## src/rtl/imm_decode_stage.sv

```systemverilog
// RV32 immediate decode stage: decodes format, immediate and branch/jump target,
// then holds results in a 2-entry skid buffer with a registered in_ready.
module imm_decode_stage #(
  parameter int              N            = 32,
  parameter logic [N-1:0]    RESET_PC_TAG = '0
) (
  input  logic         clk,
  input  logic         rst,
  input  logic         flush,
  input  logic         in_valid,
  output logic         in_ready,
  input  logic [31:0]  in_instr,
  input  logic [N-1:0] in_pc,
  output logic         out_valid,
  input  logic         out_ready,
  output logic [N-1:0] out_imm,
  output logic [2:0]   out_type,
  output logic [N-1:0] out_target,
  output logic [N-1:0] out_pc,
  output logic         out_illegal
);

  localparam logic [2:0] T_R   = 3'd0;
  localparam logic [2:0] T_I   = 3'd1;
  localparam logic [2:0] T_S   = 3'd2;
  localparam logic [2:0] T_B   = 3'd3;
  localparam logic [2:0] T_U   = 3'd4;
  localparam logic [2:0] T_J   = 3'd5;
  localparam logic [2:0] T_ILL = 3'd7;

  typedef enum logic [1:0] {EMPTY = 2'd0, ONE = 2'd1, FULL = 2'd2} state_t;

  typedef struct packed {
    logic [N-1:0] imm;
    logic [2:0]   typ;
    logic [N-1:0] target;
    logic [N-1:0] pc;
    logic         illegal;
  } entry_t;

  logic [2:0]   w_type;
  logic [31:0]  w_imm32;
  logic [N-1:0] w_imm;
  entry_t       w_entry;

  // Immediates are assembled at 32 bits; the signed cast extends instr[31] to bit N-1.
  always_comb begin
    w_type  = T_ILL;
    w_imm32 = '0;
    case (in_instr[6:0])
      7'b0010011, 7'b0000011, 7'b1100111, 7'b1110011, 7'b0001111: begin
        w_type  = T_I;
        w_imm32 = {{20{in_instr[31]}}, in_instr[31:20]};
      end
      7'b0100011: begin
        w_type  = T_S;
        w_imm32 = {{20{in_instr[31]}}, in_instr[31:25], in_instr[11:7]};
      end
      7'b1100011: begin
        w_type  = T_B;
        w_imm32 = {{19{in_instr[31]}}, in_instr[31], in_instr[7],
                   in_instr[30:25], in_instr[11:8], 1'b0};
      end
      7'b0110111, 7'b0010111: begin
        w_type  = T_U;
        w_imm32 = {in_instr[31:12], 12'b0};
      end
      7'b1101111: begin
        w_type  = T_J;
        w_imm32 = {{11{in_instr[31]}}, in_instr[31], in_instr[19:12],
                   in_instr[20], in_instr[30:21], 1'b0};
      end
      7'b0110011: begin
        w_type  = T_R;
        w_imm32 = '0;
      end
      default: begin
        w_type  = T_ILL;
        w_imm32 = '0;
      end
    endcase
  end

  assign w_imm = N'($signed(w_imm32));

  always_comb begin
    w_entry.imm     = w_imm;
    w_entry.typ     = w_type;
    w_entry.target  = in_pc + w_imm;
    w_entry.pc      = in_pc;
    w_entry.illegal = (w_type == T_ILL);
  end

  state_t r_state;
  state_t w_state_next;
  logic   r_in_ready;
  entry_t r_out;
  entry_t r_skid;
  logic   w_in_hs;
  logic   w_out_hs;
  logic   w_load_out_in;
  logic   w_load_out_skid;
  logic   w_load_skid;

  assign w_in_hs  = in_valid & r_in_ready;
  assign w_out_hs = out_ready & (r_state != EMPTY);

  always_comb begin
    w_state_next    = r_state;
    w_load_out_in   = 1'b0;
    w_load_out_skid = 1'b0;
    w_load_skid     = 1'b0;
    if (flush) begin
      w_state_next = EMPTY;
    end else begin
      case (r_state)
        EMPTY: begin
          if (w_in_hs) begin
            w_state_next  = ONE;
            w_load_out_in = 1'b1;
          end
        end
        ONE: begin
          if (w_in_hs && w_out_hs) begin
            w_load_out_in = 1'b1;
          end else if (w_in_hs) begin
            w_state_next = FULL;
            w_load_skid  = 1'b1;
          end else if (w_out_hs) begin
            w_state_next = EMPTY;
          end
        end
        FULL: begin
          // in_ready is low here, so only the output side can move.
          if (w_out_hs) begin
            w_state_next    = ONE;
            w_load_out_skid = 1'b1;
          end
        end
        default: w_state_next = EMPTY;
      endcase
    end
  end

  always_ff @(posedge clk) begin
    if (rst) begin
      r_state    <= EMPTY;
      r_in_ready <= 1'b1;
      r_out      <= '{imm: '0, typ: 3'd0, target: '0, pc: RESET_PC_TAG, illegal: 1'b0};
      r_skid     <= '0;
    end else begin
      r_state    <= w_state_next;
      r_in_ready <= (w_state_next != FULL);
      if (w_load_out_in) begin
        r_out <= w_entry;
      end else if (w_load_out_skid) begin
        r_out <= r_skid;
      end
      if (w_load_skid) begin
        r_skid <= w_entry;
      end
    end
  end

  assign in_ready    = r_in_ready;
  assign out_valid   = (r_state != EMPTY);
  assign out_imm     = r_out.imm;
  assign out_type    = r_out.typ;
  assign out_target  = r_out.target;
  assign out_pc      = r_out.pc;
  assign out_illegal = r_out.illegal;

endmodule
```

## config.mk

```make
export PLATFORM = sky130hd
export DESIGN_NAME = imm_decode_stage
export DESIGN_NICKNAME = d
export VERILOG_FILES = /design/src/rtl/imm_decode_stage.sv
export SDC_FILE = /design/constraint.sdc
export NUM_CORES = 1
export LEC_CHECK = 0
export ABC_AREA = 0
export CORE_MARGIN = 5
export CORE_UTILIZATION = 49
export DETAILED_ROUTE_END_ITERATION = 16
export GPL_ROUTABILITY_DRIVEN = 0
export PLACE_DENSITY = 0.76
export REMOVE_ABC_BUFFERS = 1
export SETUP_SLACK_MARGIN = 0.05
export SYNTH_ARGS = -nofsm -noshare
export SYNTH_HDL_FRONTEND = slang
export SYNTH_SLANG_ARGS = --single-unit
```

## constraint.sdc

```tcl
create_clock -name clk -period 4.41 [get_ports clk]
set_input_delay 0.882 -clock clk [delete_from_list [all_inputs] [get_ports clk]]
set_output_delay 0.882 -clock clk [all_outputs]
set_load 0.02 [all_outputs]
```

==> summary.md <==
| Metric | Value |
|---|---|
| Synth area leader | dfxtp_1 |
| Max Slew Vio Count | 0 |
| Gr ovfl total | 0 |
| Final worst slack | 0.204 ns |
| Wire length of the first global-routing pass | 50200 µm |
| Multi-input gate area | 0.00595 mm² |
| FF-to-FF path depth | 6 |
| Highest cell delay on the worst timing path | 0.49 ns |
| Crit path launch type | primary input |
| Insertion delay to the later sink of the worst-skew pair | 0.52 ns |
| Post-Syn Instances | 1281 |
| Chip height | 156 µm |
| CTS Hold Bufs | 0 |
| Final nets | 1626 |
| Setup TNS | 0 ns |
| Vias in the first global route | 9778 |
| Worst rel slew slack | 0.311 |
| CTS tree | yes |
| Top_reg_cell synth | dfxtp_1 |
| Share of layout cells above drive strength 1 | 0.144 |
| Initial Utilization | 0.497 |
| Pwr dens | 329 mW/mm² |
| Netlist cell types | 68 |
| Mean Syn Cell Area | 8.13 µm² |
| Crit path launch | in_instr[1] |
| Final setup fails | 0 |
| CTS H-tree depth | 1 |
| Maxcap violations | 0 |
| Number of core rows | 53 |
| Placeable Area | 0.0210 mm² |
| Clock sinks | 203 |
| Worst R2R Start | in_ready$_SDFF_PP1_ |
| Seq/Total Area, Yosys | 0.390 |
| Hold Crit Class | register to register |
| Die W | 156 µm |
| Seq cells post-synth | 203 |
| CP max stage cell | clkdlybuf4s50_1 |
| EDFF count, synth | 0 |
| Period utilization | 0.954 |
| Ys Warns | 0 |
| Synthesized area | 0.0104 mm² |
| Crit Path Max Fanout | 4 |
| Drt total wl | 31700 µm |
| Register area | 0.00406 mm² |
| Worst endpoint required time | 4.81 ns |
| Worst path depth | 18 |
| Reg2reg end | out_target[24]$_SDFFE_PP0P_ |
| Final hold viol count | 0 |
| Worst Skew | 0.0200 ns |
| RSZ-0062 raised after global routing | false |
| Status | completed |
| Flop2flop setup slack | 2.15 ns |
| Post-Place Worst Slack | -0.468 ns |
| Area share of the largest cell type after synthesis | 0.390 |
| Largest net degree at the start of global routing | 121 |
| CTS Buf Count | 23 |
| Gr usage total | 0.248 |
| WS Path Type | primary input to register |
| Crit end category | register |
| HPWL Detailed | 22000 µm |
| Fillers | 1755 |
| Layout area overhead | 35.6% |
| Worst-path cell chain | clkdlybuf4s50_1 > nand2_2 > nor3b_4 > and2_4 > nor2b_2 > a22oi_1 > inv_1 > ha_2 > inv_1 > fa_2 > and2b_1 > o2111ai_2 > a211oi_2 > o211ai_2 > a211o_2 > and2_4 > o21a_1 > o211a_1 |
| Initial DRC Count | 854 |
| Clk root buf | clkbuf_16 |
| Final core occ | 0.674 |
| Asr flop ratio synth | 0 |
| Placed insts | 1773 |
| Max Buffers Root-to-Sink | 3 |
| Initial antenna violation count | 1 |
| DRC violation count after routing | 0 |
| Least-Margin Pin Slew | 1.03 ns |
| Worst-path clk slew | 0.06 ns |
| Vias | 10342 |
| Tot Pwr | 4.64 mW |
| Post-layout min period | 4.21 ns |
| DR WL/cell | 17.4 µm |
| Diodes inserted | 0 |
| Fmax | 238 MHz |
| Leak Pwr | 5.54 nW |
| Final Non-Filler Cells | 1815 |
| Detail Route Antenna Nets | 0 |
| Synth area leaders | dfxtp_1 39%, a211oi_1 9.8%, a21oi_1 6.3% |
| Pre-Repair DR Iteration Count | 5 |
| Critical Path AT | 4.60 ns |
| I/O pin count | 171 |
| Worst Setup EP | out_target[28]$_SDFFE_PP0P_ |
| Cell family with most CP delay | compound AO/OA/AOI/OAI gates |
| Buf+Inv Stages, Crit Path | 3 |
| PortBufs | 170 |
| VDD IR max | 0.352 mV |
| Die ar. | 0.0243 mm² |
| Via/cell ratio | 5.70 |
cells in the final DEF (no fill, tap or decap), drive strengths merged, types with 18 or more instances in the layout:
cell	n
a211oi	137
nor3	25
a21oi	133
o21ai	25
buf	152
clkbuf	37
nand2	164
mux2i	66
ha	31
nand3	18
nor2b	33
dfxtp	203
a21o	23
inv	33
nor2	128
clkdlybuf4s50	165
stage by stage:
| stage | hold WS [ns] | area [µm²] |
|---|---|---|
| 6_report | 0.455 | 14100 |
| 5_1_grt | 0.472 | 14100 |
| 4_1_cts | 0.456 | 14000 |
| 3_5_place_dp | 0.448 | 13300 |
| 3_3_place_gp | 0.442 | 13300 |
| 2_1_floorplan | 0.430 | 10000 |
worst min-delay path by stage:
stage,cells past startpoint,from,slack (ns),endpoint
after floorplan,2,r_skid[0]$_SDFFE_PP0P_,0.43,r_skid[0]$_SDFFE_PP0P_
after global placement,2,r_skid[51]$_SDFFE_PP0P_,0.44,r_skid[51]$_SDFFE_PP0P_
after detailed placement,2,r_skid[26]$_SDFFE_PP0P_,0.45,r_skid[26]$_SDFFE_PP0P_
after CTS,2,r_skid[26]$_SDFFE_PP0P_,0.46,r_skid[26]$_SDFFE_PP0P_
after global routing,2,r_skid[38]$_SDFFE_PP0P_,0.47,r_skid[38]$_SDFFE_PP0P_
final,2,r_skid[1]$_SDFFE_PP0P_,0.46,r_skid[1]$_SDFFE_PP0P_
per-layer routing:
metal | global-route usage | vias up | wire length, µm
met5 | 0 | - | 13
met4 | 0.0579 | 2 | 665
met3 | 0.0433 | 51 | 2310
met2 | 0.414 | 374 | 14900
met1 | 0.335 | 4844 | 13700
li1 | - | 5071 | -
power breakdown:
| group | leakage [nW] | switching, mW | internal (mW) |
|---|---|---|---|
| logic | 3.52 | 0.414 | 0.358 |
| clock network | 0.369 | 0.751 | 1.18 |
| registers | 1.65 | 0.0387 | 1.91 |
| total | 5.54 | 1.20 | 3.44 |
synthesized netlist by cell type, types with 3 or more instances:
cell type	instances
xnor2_1	9
or4_1	3
ha_1	31
a31oi_1	3
nor2_1	128
nand3_1	18
buf_2	16
a21o_1	23
clkbuf_1	75
o211ai_1	10
nor4_1	4
nand2_1	164
o21bai_1	5
a21oi_1	132
nand2b_1	5
and2_1	12
o21ai_0	21
xor2_1	11
nand4_1	12
nor3b_1	3
o21a_1	9
a21boi_0	3
inv_1	32
a211oi_1	136
and4_1	3
nor2b_1	33
and3_1	8
buf_1	11
nor3_1	25
mux2i_1	66
dfxtp_1	203
or3_1	6
or2_2	3
a22oi_1	14
kinds of logic (layout without fill, tap and decap cells):
kind of cell / Yosys count / in the layout / synth area share
buffers and inverters: 135 / 394 / 0.0506
and+or+nand+nor: 432 / 432 / 0.187
AOI/OAI and AO/OA: 392 / 392 / 0.252
adders and majority gates: 32 / 32 / 0.0392
DFF: 203 / 203 / 0.390
xor gates and xnor gates: 20 / 20 / 0.0168
muxes: 67 / 67 / 0.0645
cell type report:
class                   count  area share
clock buffers              37      0.0487
clock inverters             3     0.00487
inverters                  33     0.00877
multi-input cells         943       0.422
flip-flops and latches    203       0.288
well taps                 275      0.0244
repair buffers            321       0.204
worst min-delay path: cells and delay by family (launching register included):
kind | cells | cell delay [ns]
flops | 1 | 0.31
compound gates | 1 | 0.05
simple gates | 1 | 0.05
sequential cells by signal, indices dropped and copies added, names as in the netlist:
signal and flops:
r_skid 100, out_imm 32, out_pc 32, out_target 32, out_type 3, r_state 2
in_ready 1, out_illegal 1
what timing repair did:
item	4_1_cts	5_1_grt
setup buffers	1	1
resized for setup	2	22
pin swaps	2	8
endpoints found under the setup margin	1	35
endpoints found under the hold margin	0	0
Note: power is estimated with default switching activity, not from simulation.
